--- config.mk ---
export PLATFORM = sky130hd
export DESIGN_NAME = hazard_sequencer_flat
export DESIGN_NICKNAME = d
export VERILOG_FILES = /design/src/rtl/hazard_sequencer_pkg.sv /design/src/rtl/hazard_sequencer_if.sv /design/src/rtl/hazard_sequencer_hazard_detect.sv /design/src/rtl/hazard_sequencer.sv /design/src/flat_wrapper.sv
export SDC_FILE = /design/constraint.sdc
export NUM_CORES = 1
export LEC_CHECK = 0
export ABC_CLOCK_PERIOD_IN_PS = 1900
export BUFFER_PORTS_ARGS = -buffer_cell sky130_fd_sc_hd__buf_2
export CAP_MARGIN = 5
export CORE_MARGIN = 1
export CORE_UTILIZATION = 50
export CTS_CLUSTER_DIAMETER = 100
export CTS_CLUSTER_SIZE = 16
export DETAILED_ROUTE_END_ITERATION = 10
export HOLD_SLACK_MARGIN = 0.15
export MAX_ROUTING_LAYER = met4
export PLACE_DENSITY_LB_ADDON = 0.1
export SYNTH_ARGS = -nofsm -noshare
export SYNTH_HDL_FRONTEND = slang
export SYNTH_SLANG_ARGS = --single-unit
--- constraint.sdc ---
create_clock -name clk_i -period 1.9 [get_ports clk_i]
set_clock_uncertainty 0.05 [all_clocks]
set_input_delay 0.095 -clock clk_i [delete_from_list [all_inputs] [get_ports clk_i]]
set_output_delay 0.095 -clock clk_i [all_outputs]
set_load 0.01 [all_outputs]
--- src/rtl/hazard_sequencer_pkg.sv ---
`default_nettype none
// ============================================================================
// Module      : hazard_sequencer_pkg
// Description : Shared state encodings and widths for the hazard sequencer.
// Revision    : 1.0 - initial release
// ============================================================================
package hazard_sequencer_pkg;

    localparam int c_STATE_W = 2;
    localparam int c_REG_W   = 5;

    localparam logic [c_STATE_W-1:0] c_ST_IDLE     = 2'd0;
    localparam logic [c_STATE_W-1:0] c_ST_RUN      = 2'd1;
    localparam logic [c_STATE_W-1:0] c_ST_MEM_WAIT = 2'd2;
    localparam logic [c_STATE_W-1:0] c_ST_HALT     = 2'd3;

endpackage
`default_nettype wire

--- src/rtl/hazard_sequencer_if.sv ---
`default_nettype none
// ============================================================================
// Module      : hazard_sequencer_if
// Description : Hazard inputs and pipeline control outputs of the sequencer.
// Revision    : 1.0 - initial release
// ============================================================================
interface hazard_sequencer_if;
    import hazard_sequencer_pkg::*;

    logic                 start_i;
    logic [c_REG_W-1:0]   IFID_rs1_i;
    logic [c_REG_W-1:0]   IFID_rs2_i;
    logic [c_REG_W-1:0]   IDEX_rd_i;
    logic                 IDEX_MemRead_i;
    logic                 branch_taken_i;
    logic                 mem_req_i;
    logic                 mem_ack_i;
    logic                 pc_write_o;
    logic                 ifid_write_o;
    logic                 noop_o;
    logic                 flush_o;
    logic                 pipe_stall_o;
    logic                 err_o;
    logic [c_STATE_W-1:0] state_o;

    modport master (
        output start_i, IFID_rs1_i, IFID_rs2_i, IDEX_rd_i, IDEX_MemRead_i,
               branch_taken_i, mem_req_i, mem_ack_i,
        input  pc_write_o, ifid_write_o, noop_o, flush_o, pipe_stall_o,
               err_o, state_o
    );

    modport slave (
        input  start_i, IFID_rs1_i, IFID_rs2_i, IDEX_rd_i, IDEX_MemRead_i,
               branch_taken_i, mem_req_i, mem_ack_i,
        output pc_write_o, ifid_write_o, noop_o, flush_o, pipe_stall_o,
               err_o, state_o
    );

endinterface
`default_nettype wire

--- src/rtl/hazard_sequencer_hazard_detect.sv ---
`default_nettype none
// ============================================================================
// Module      : hazard_detect
// Description : Combinational load-use hazard compare between ID and EX.
// Revision    : 1.0 - initial release
// ============================================================================
module hazard_detect
    import hazard_sequencer_pkg::*;
(
    input  logic [c_REG_W-1:0] i_rs1,
    input  logic [c_REG_W-1:0] i_rs2,
    input  logic [c_REG_W-1:0] i_rd,
    input  logic               i_mem_read,
    output logic               o_lu_hazard
);

    // x0 is never a real producer, so a lw to x0 cannot create a hazard
    assign o_lu_hazard = i_mem_read && (i_rd != '0) &&
                         ((i_rd == i_rs1) || (i_rd == i_rs2));

endmodule
`default_nettype wire

--- src/rtl/hazard_sequencer.sv ---
`default_nettype none
// ============================================================================
// Module      : hazard_sequencer
// Description : Pipeline sequencing FSM: start-up, load-use bubbles, branch
//               flushes, data-memory waits with timeout. Optional performance
//               counters are enabled by defining HAZARD_PERF_CNT_EN.
// Revision    : 1.0 - initial release
// ============================================================================
module hazard_sequencer
    import hazard_sequencer_pkg::*;
#(
    parameter int MEM_WAIT_MAX = 255,
    parameter int WCNT_W       = 8,
    parameter int PERF_W       = 32
) (
    input  logic              clk_i,
    input  logic              rst_i,
    hazard_sequencer_if.slave bus
`ifdef HAZARD_PERF_CNT_EN
    ,
    output logic [PERF_W-1:0] lu_stall_cnt_o,
    output logic [PERF_W-1:0] mem_wait_cnt_o,
    output logic [PERF_W-1:0] flush_cnt_o
`endif
);

    logic [c_STATE_W-1:0] r_state;
    logic [c_STATE_W-1:0] w_state_nxt;
    logic [WCNT_W-1:0]    r_wait_cnt;
    logic [WCNT_W-1:0]    w_wait_cnt_nxt;
    logic                 r_err;
    logic                 w_err_nxt;
    logic                 w_lu_hazard;
    logic                 w_mem_hold;

    hazard_detect u_hazard_detect (
        .i_rs1       (bus.IFID_rs1_i),
        .i_rs2       (bus.IFID_rs2_i),
        .i_rd        (bus.IDEX_rd_i),
        .i_mem_read  (bus.IDEX_MemRead_i),
        .o_lu_hazard (w_lu_hazard)
    );

    // A same-cycle ack is a zero-wait access and never holds the pipe
    assign w_mem_hold = bus.mem_req_i && !bus.mem_ack_i;

    always_ff @(posedge clk_i) begin
        if (rst_i) begin
            r_state    <= c_ST_IDLE;
            r_wait_cnt <= '0;
            r_err      <= 1'b0;
        end else begin
            r_state    <= w_state_nxt;
            r_wait_cnt <= w_wait_cnt_nxt;
            r_err      <= w_err_nxt;
        end
    end

    always_comb begin
        w_state_nxt      = r_state;
        w_wait_cnt_nxt   = r_wait_cnt;
        w_err_nxt        = r_err;
        bus.pc_write_o   = 1'b0;
        bus.ifid_write_o = 1'b0;
        bus.noop_o       = 1'b0;
        bus.flush_o      = 1'b0;
        bus.pipe_stall_o = 1'b0;
        case (r_state)
            c_ST_IDLE: begin
                bus.noop_o       = 1'b1;
                bus.pipe_stall_o = 1'b1;
                if (bus.start_i) begin
                    w_state_nxt = c_ST_RUN;
                end
            end
            c_ST_RUN: begin
                if (w_mem_hold) begin
                    bus.pipe_stall_o = 1'b1;
                    w_state_nxt      = c_ST_MEM_WAIT;
                    w_wait_cnt_nxt   = WCNT_W'(1);
                end else if (w_lu_hazard) begin
                    // Branch re-resolves next cycle with forwarded data
                    bus.noop_o = 1'b1;
                end else begin
                    bus.pc_write_o   = 1'b1;
                    bus.ifid_write_o = 1'b1;
                    bus.flush_o      = bus.branch_taken_i;
                end
            end
            c_ST_MEM_WAIT: begin
                bus.pipe_stall_o = 1'b1;
                if (bus.mem_ack_i) begin
                    w_state_nxt    = c_ST_RUN;
                    w_wait_cnt_nxt = '0;
                end else if (r_wait_cnt == WCNT_W'(MEM_WAIT_MAX)) begin
                    w_state_nxt = c_ST_HALT;
                    w_err_nxt   = 1'b1;
                end else begin
                    w_wait_cnt_nxt = r_wait_cnt + WCNT_W'(1);
                end
            end
            c_ST_HALT: begin
                bus.noop_o       = 1'b1;
                bus.pipe_stall_o = 1'b1;
            end
            default: begin
                w_state_nxt = c_ST_IDLE;
            end
        endcase
    end

    assign bus.err_o   = r_err;
    assign bus.state_o = r_state;

`ifdef HAZARD_PERF_CNT_EN
    logic [PERF_W-1:0] r_lu_cnt;
    logic [PERF_W-1:0] r_mw_cnt;
    logic [PERF_W-1:0] r_fl_cnt;

    // Counters stick at all-ones rather than wrapping
    always_ff @(posedge clk_i) begin
        if (rst_i) begin
            r_lu_cnt <= '0;
            r_mw_cnt <= '0;
            r_fl_cnt <= '0;
        end else begin
            if ((r_state == c_ST_RUN) && !w_mem_hold && w_lu_hazard && !(&r_lu_cnt)) begin
                r_lu_cnt <= r_lu_cnt + PERF_W'(1);
            end
            if ((r_state == c_ST_MEM_WAIT) && !(&r_mw_cnt)) begin
                r_mw_cnt <= r_mw_cnt + PERF_W'(1);
            end
            if (bus.flush_o && !(&r_fl_cnt)) begin
                r_fl_cnt <= r_fl_cnt + PERF_W'(1);
            end
        end
    end

    assign lu_stall_cnt_o = r_lu_cnt;
    assign mem_wait_cnt_o = r_mw_cnt;
    assign flush_cnt_o    = r_fl_cnt;
`endif

endmodule
`default_nettype wire
--- src/flat_wrapper.sv ---
// flat-port wrapper written by rule: the top's interface ports become plain ports
module hazard_sequencer_flat import hazard_sequencer_pkg::*;
#(
    parameter int MEM_WAIT_MAX = 255,
    parameter int WCNT_W       = 8,
    parameter int PERF_W       = 32
)
  (clk_i, rst_i, bus_start_i, bus_IFID_rs1_i, bus_IFID_rs2_i, bus_IDEX_rd_i, bus_IDEX_MemRead_i, bus_branch_taken_i, bus_mem_req_i, bus_mem_ack_i, bus_pc_write_o, bus_ifid_write_o, bus_noop_o, bus_flush_o, bus_pipe_stall_o, bus_err_o, bus_state_o);
  hazard_sequencer_if bus_i ();
  input  logic clk_i;
  input  logic rst_i;
  input wire logic [$bits(bus_i.start_i)-1:0] bus_start_i;
  input wire logic [$bits(bus_i.IFID_rs1_i)-1:0] bus_IFID_rs1_i;
  input wire logic [$bits(bus_i.IFID_rs2_i)-1:0] bus_IFID_rs2_i;
  input wire logic [$bits(bus_i.IDEX_rd_i)-1:0] bus_IDEX_rd_i;
  input wire logic [$bits(bus_i.IDEX_MemRead_i)-1:0] bus_IDEX_MemRead_i;
  input wire logic [$bits(bus_i.branch_taken_i)-1:0] bus_branch_taken_i;
  input wire logic [$bits(bus_i.mem_req_i)-1:0] bus_mem_req_i;
  input wire logic [$bits(bus_i.mem_ack_i)-1:0] bus_mem_ack_i;
  output wire logic [$bits(bus_i.pc_write_o)-1:0] bus_pc_write_o;
  output wire logic [$bits(bus_i.ifid_write_o)-1:0] bus_ifid_write_o;
  output wire logic [$bits(bus_i.noop_o)-1:0] bus_noop_o;
  output wire logic [$bits(bus_i.flush_o)-1:0] bus_flush_o;
  output wire logic [$bits(bus_i.pipe_stall_o)-1:0] bus_pipe_stall_o;
  output wire logic [$bits(bus_i.err_o)-1:0] bus_err_o;
  output wire logic [$bits(bus_i.state_o)-1:0] bus_state_o;
  assign bus_i.start_i = bus_start_i;
  assign bus_i.IFID_rs1_i = bus_IFID_rs1_i;
  assign bus_i.IFID_rs2_i = bus_IFID_rs2_i;
  assign bus_i.IDEX_rd_i = bus_IDEX_rd_i;
  assign bus_i.IDEX_MemRead_i = bus_IDEX_MemRead_i;
  assign bus_i.branch_taken_i = bus_branch_taken_i;
  assign bus_i.mem_req_i = bus_mem_req_i;
  assign bus_i.mem_ack_i = bus_mem_ack_i;
  assign bus_pc_write_o = bus_i.pc_write_o;
  assign bus_ifid_write_o = bus_i.ifid_write_o;
  assign bus_noop_o = bus_i.noop_o;
  assign bus_flush_o = bus_i.flush_o;
  assign bus_pipe_stall_o = bus_i.pipe_stall_o;
  assign bus_err_o = bus_i.err_o;
  assign bus_state_o = bus_i.state_o;
  hazard_sequencer #(.MEM_WAIT_MAX(MEM_WAIT_MAX), .WCNT_W(WCNT_W), .PERF_W(PERF_W)) u_core (.clk_i(clk_i), .rst_i(rst_i), .bus(bus_i));
endmodule
==> qor.csv <==
stage,metric,value,unit
synth,ys_warn_count,0,
synth,syn_avg_cell_area,9.164,um^2
detailed_routing,drt_iter0_markers,13,
die,die_w,45.87,um
synth,synth_area_leaders,"dfxtp_1, xnor2_1, ha_1",
place,port_buffers,29,
cells_and_area,antenna_cells,0,
detailed_routing,vias,923,
clocking,cts_made_buffers,3,
detailed_routing,wl_per_cell,13.28,um
grt,grt_max_degree,14,
cells_and_area,area_delta_synth_final,21.07,%
detailed_routing,drc,0,
setup_path,path_class,reg2reg,
synth,ys_top_cells_by_count,"dfxtp_1, nand3_1, xnor2_1, nand2_1",
grt,grt_pass1_vias,821,
synth,yosys.area.top_type_share,22.89,%
die,rows,15,
die,core_area,1764,um^2
timing,slew_headroom,73.99,%
power,leakage,0.4637,nW
clocking,cts_tree,yes,
cells_and_area,final_nets,166,
synth,synth_flop_cell,dfxtp_1,
cells_and_area,multi_input_area,715.7,um^2
die,num_io_pins,30,
setup_path,path_delay_family,simple AND/OR/NAND/NOR gates,
job,cap_violations,0,
setup_path,path_max_fanout,6,
timing,setup_violations,0,
cells_and_area,utilization,66.03,%
outcome,status,completed,
power,internal_power,506.5,uW
power,vdd_drop_max,0.6495,mV
cells_and_area,drive_gt1_share,34.31,%
die,dieArea,2104,um^2
cells_and_area,fillCellCount,177,
clocking,cts.clk_slew.worst_paths,0.07,ns
detailed_routing,routed_wl,2.151,mm
timing,fmax,0.5658,GHz
power,sw_frac_of_total,38.98,%
timing,finalCritPeriodShare,93.02,%
die,die_h,45.87,um
place,dpl.hpwl,1.686,mm
synth,synth.distinct_cells,41,
grt,antenna_found_initial,0,
detailed_routing,drt-pass1-iter-count,4,
place,post-place-cells,157,
synth,synthCells,105,
power,power_density,712.5,nW/um^2
power,seqPwrFrac,33.7,%
setup_path,cp.required,2.05,ns
cells_and_area,register_area,221.5,um^2
synth,netlist_area,962.2,um^2
synth,synth_nets,133,
synth,yosys_register_bits,11,
timing,worstMarginPinSlew,0.3897,ns
synth,synth_top_area_cell,dfxtp_1,
timing,min_period,1.767,ns
detailed_routing,vias_per_cell,5.698,
synth,synthArstFlopShare,0,%
power,p_clk_share,19.0,%
clocking,clk_latency,0.26,ns
worst_hold_path,min_path_type,in2reg,
setup_path,crit_chain,inv_1 > ha_1 > and2b_4 > nor2_2 > nor4_2 > mux2i_1,
setup_path,crit_slowest_cell,dfxtp_1,
timing,slew_viol_final,0,
setup_path,max_stage_delay,0.39,ns
grt,grt_usage,22.83,%
grt,overflow,0,
setup_path,endpoint_kind,flop,
clocking,htreeDepth,1,
power,comb_power_share,47.4,%
timing,hold_viol_final,0,
synth,synth.most_common_cell,dfxtp_1,
timing,final.setup.tns,0,ns
timing,rsz0062_at_grt,false,
power,switchingPower,323.5,uW
die,initial_core_util,54.54,%
grt,grt_pass1_wl,3.332,mm
setup_path,path_buf_inv,1,
place,routabilityCongestion,0.8439,
setup_path,arrival,1.91,ns
setup_path,cp-start-kind,flop,
synth,synth-seq-area-share,22.89,%
cells_and_area,instances_no_fill,162,
clocking,cts_root_buf,clkbuf_4,
synth,synth_edf_count,0,
clocking,cts_sinks,11,
clocking,clk_path_buf_depth,2,
detailed_routing,ant_nets,0,
[area by class of cell]
type                    instances  area share, %
repair buffers                 30          13.32
inverters                       4          1.289
flip-flops and latches         11          19.01
clock buffers                   4          2.256
well taps                      25          2.685
multi-input cells              88          61.44
[worst register-to-register path, stage by stage, from the launching register on]
cell and delay (ns):
dfxtp_1 0.39, inv_1 0.10, ha_1 0.25, and2b_4 0.32
nor2_2 0.09, nor4_2 0.31, mux2i_1 0.20
[kinds of logic (layout without fill, tap and decap cells)]
| logic type | Yosys count | after routing | share of synthesized area [%] |
|---|---|---|---|
| and+or+nand+nor | 40 | 40 | 28.22 |
| xor gates and xnor gates | 10 | 10 | 9.102 |
| muxes | 4 | 4 | 4.161 |
| AOI/OAI and AO/OA | 28 | 28 | 25.10 |
| buffers and inverters | 6 | 38 | 2.730 |
| adders and majority gates | 6 | 6 | 7.802 |
| DFF | 11 | 11 | 22.89 |
[path summary, 6_finish.rpt]
path	from	to	slack (ns)	depth (start not counted)
setup / recovery	u_core.bus.state_o[1]	u_core.r_wait_cnt[6]	0.13	6
hold / removal	bus_mem_ack_i	u_core.r_wait_cnt[0]	0.22	3
setup reg to reg	u_core.bus.state_o[1]	u_core.r_wait_cnt[6]	0.13	6
hold reg to reg	u_core.bus.err_o	u_core.bus.err_o	0.42	1
[routing by layer]
layer	track usage [%]	vias up	part of all wire (%)
met5	-	-	0
met4	11.18	0	0.84
met3	4.762	4	3.9
met2	38.87	29	52
met1	24.82	430	43
li1	-	460	-
[placed cells by master, fill, tap and decap left out, drive strengths merged, types with 5 or more instances in the layout]
| master | n |
|---|---|
| buf | 29 |
| dfxtp | 11 |
| xnor2 | 10 |
| nand3 | 10 |
| nand2 | 7 |
| a21oi | 6 |
| ha | 6 |
| nor2 | 5 |
[registers in the layout, summed over array words and instances (netlist names)]
register	cells
u_core.bus.err_o	1
u_core.bus.state_o	2
u_core.r_wait_cnt	8
[through the flow]
step	hold slack (ns)	total power, mW	area, um^2	worst slack, ns
after floorplan	0.1141	0.5500	962.2	0.1946
after global placement	0.3061	0.6591	1127	0.1617
after detailed placement	0.3135	0.6705	1127	0.1180
after CTS	0.2151	0.8356	1164	0.09529
after global routing	0.2323	0.8936	1165	0.001697
final	0.2224	0.8300	1165	0.1326
[power by group through the flow]
stage               Clock [mW]  Sequential (mW)  Combinational (mW)
floorplan                    0            0.285               0.265
global placement             0            0.281               0.378
detailed placement           0            0.283               0.387
CTS                      0.166            0.278               0.392
global route             0.177            0.286               0.431
finish                   0.158            0.279               0.393
[what timing repair did]
item                                   in CTS  in global routing
setup endpoints to repair                   0                  2
endpoints found under the hold margin       4                  0
buffers inserted                            0                  0
hold buffers                                1                  0
resized for setup                           0                  1
Note: power is estimated with default switching activity, not from simulation.
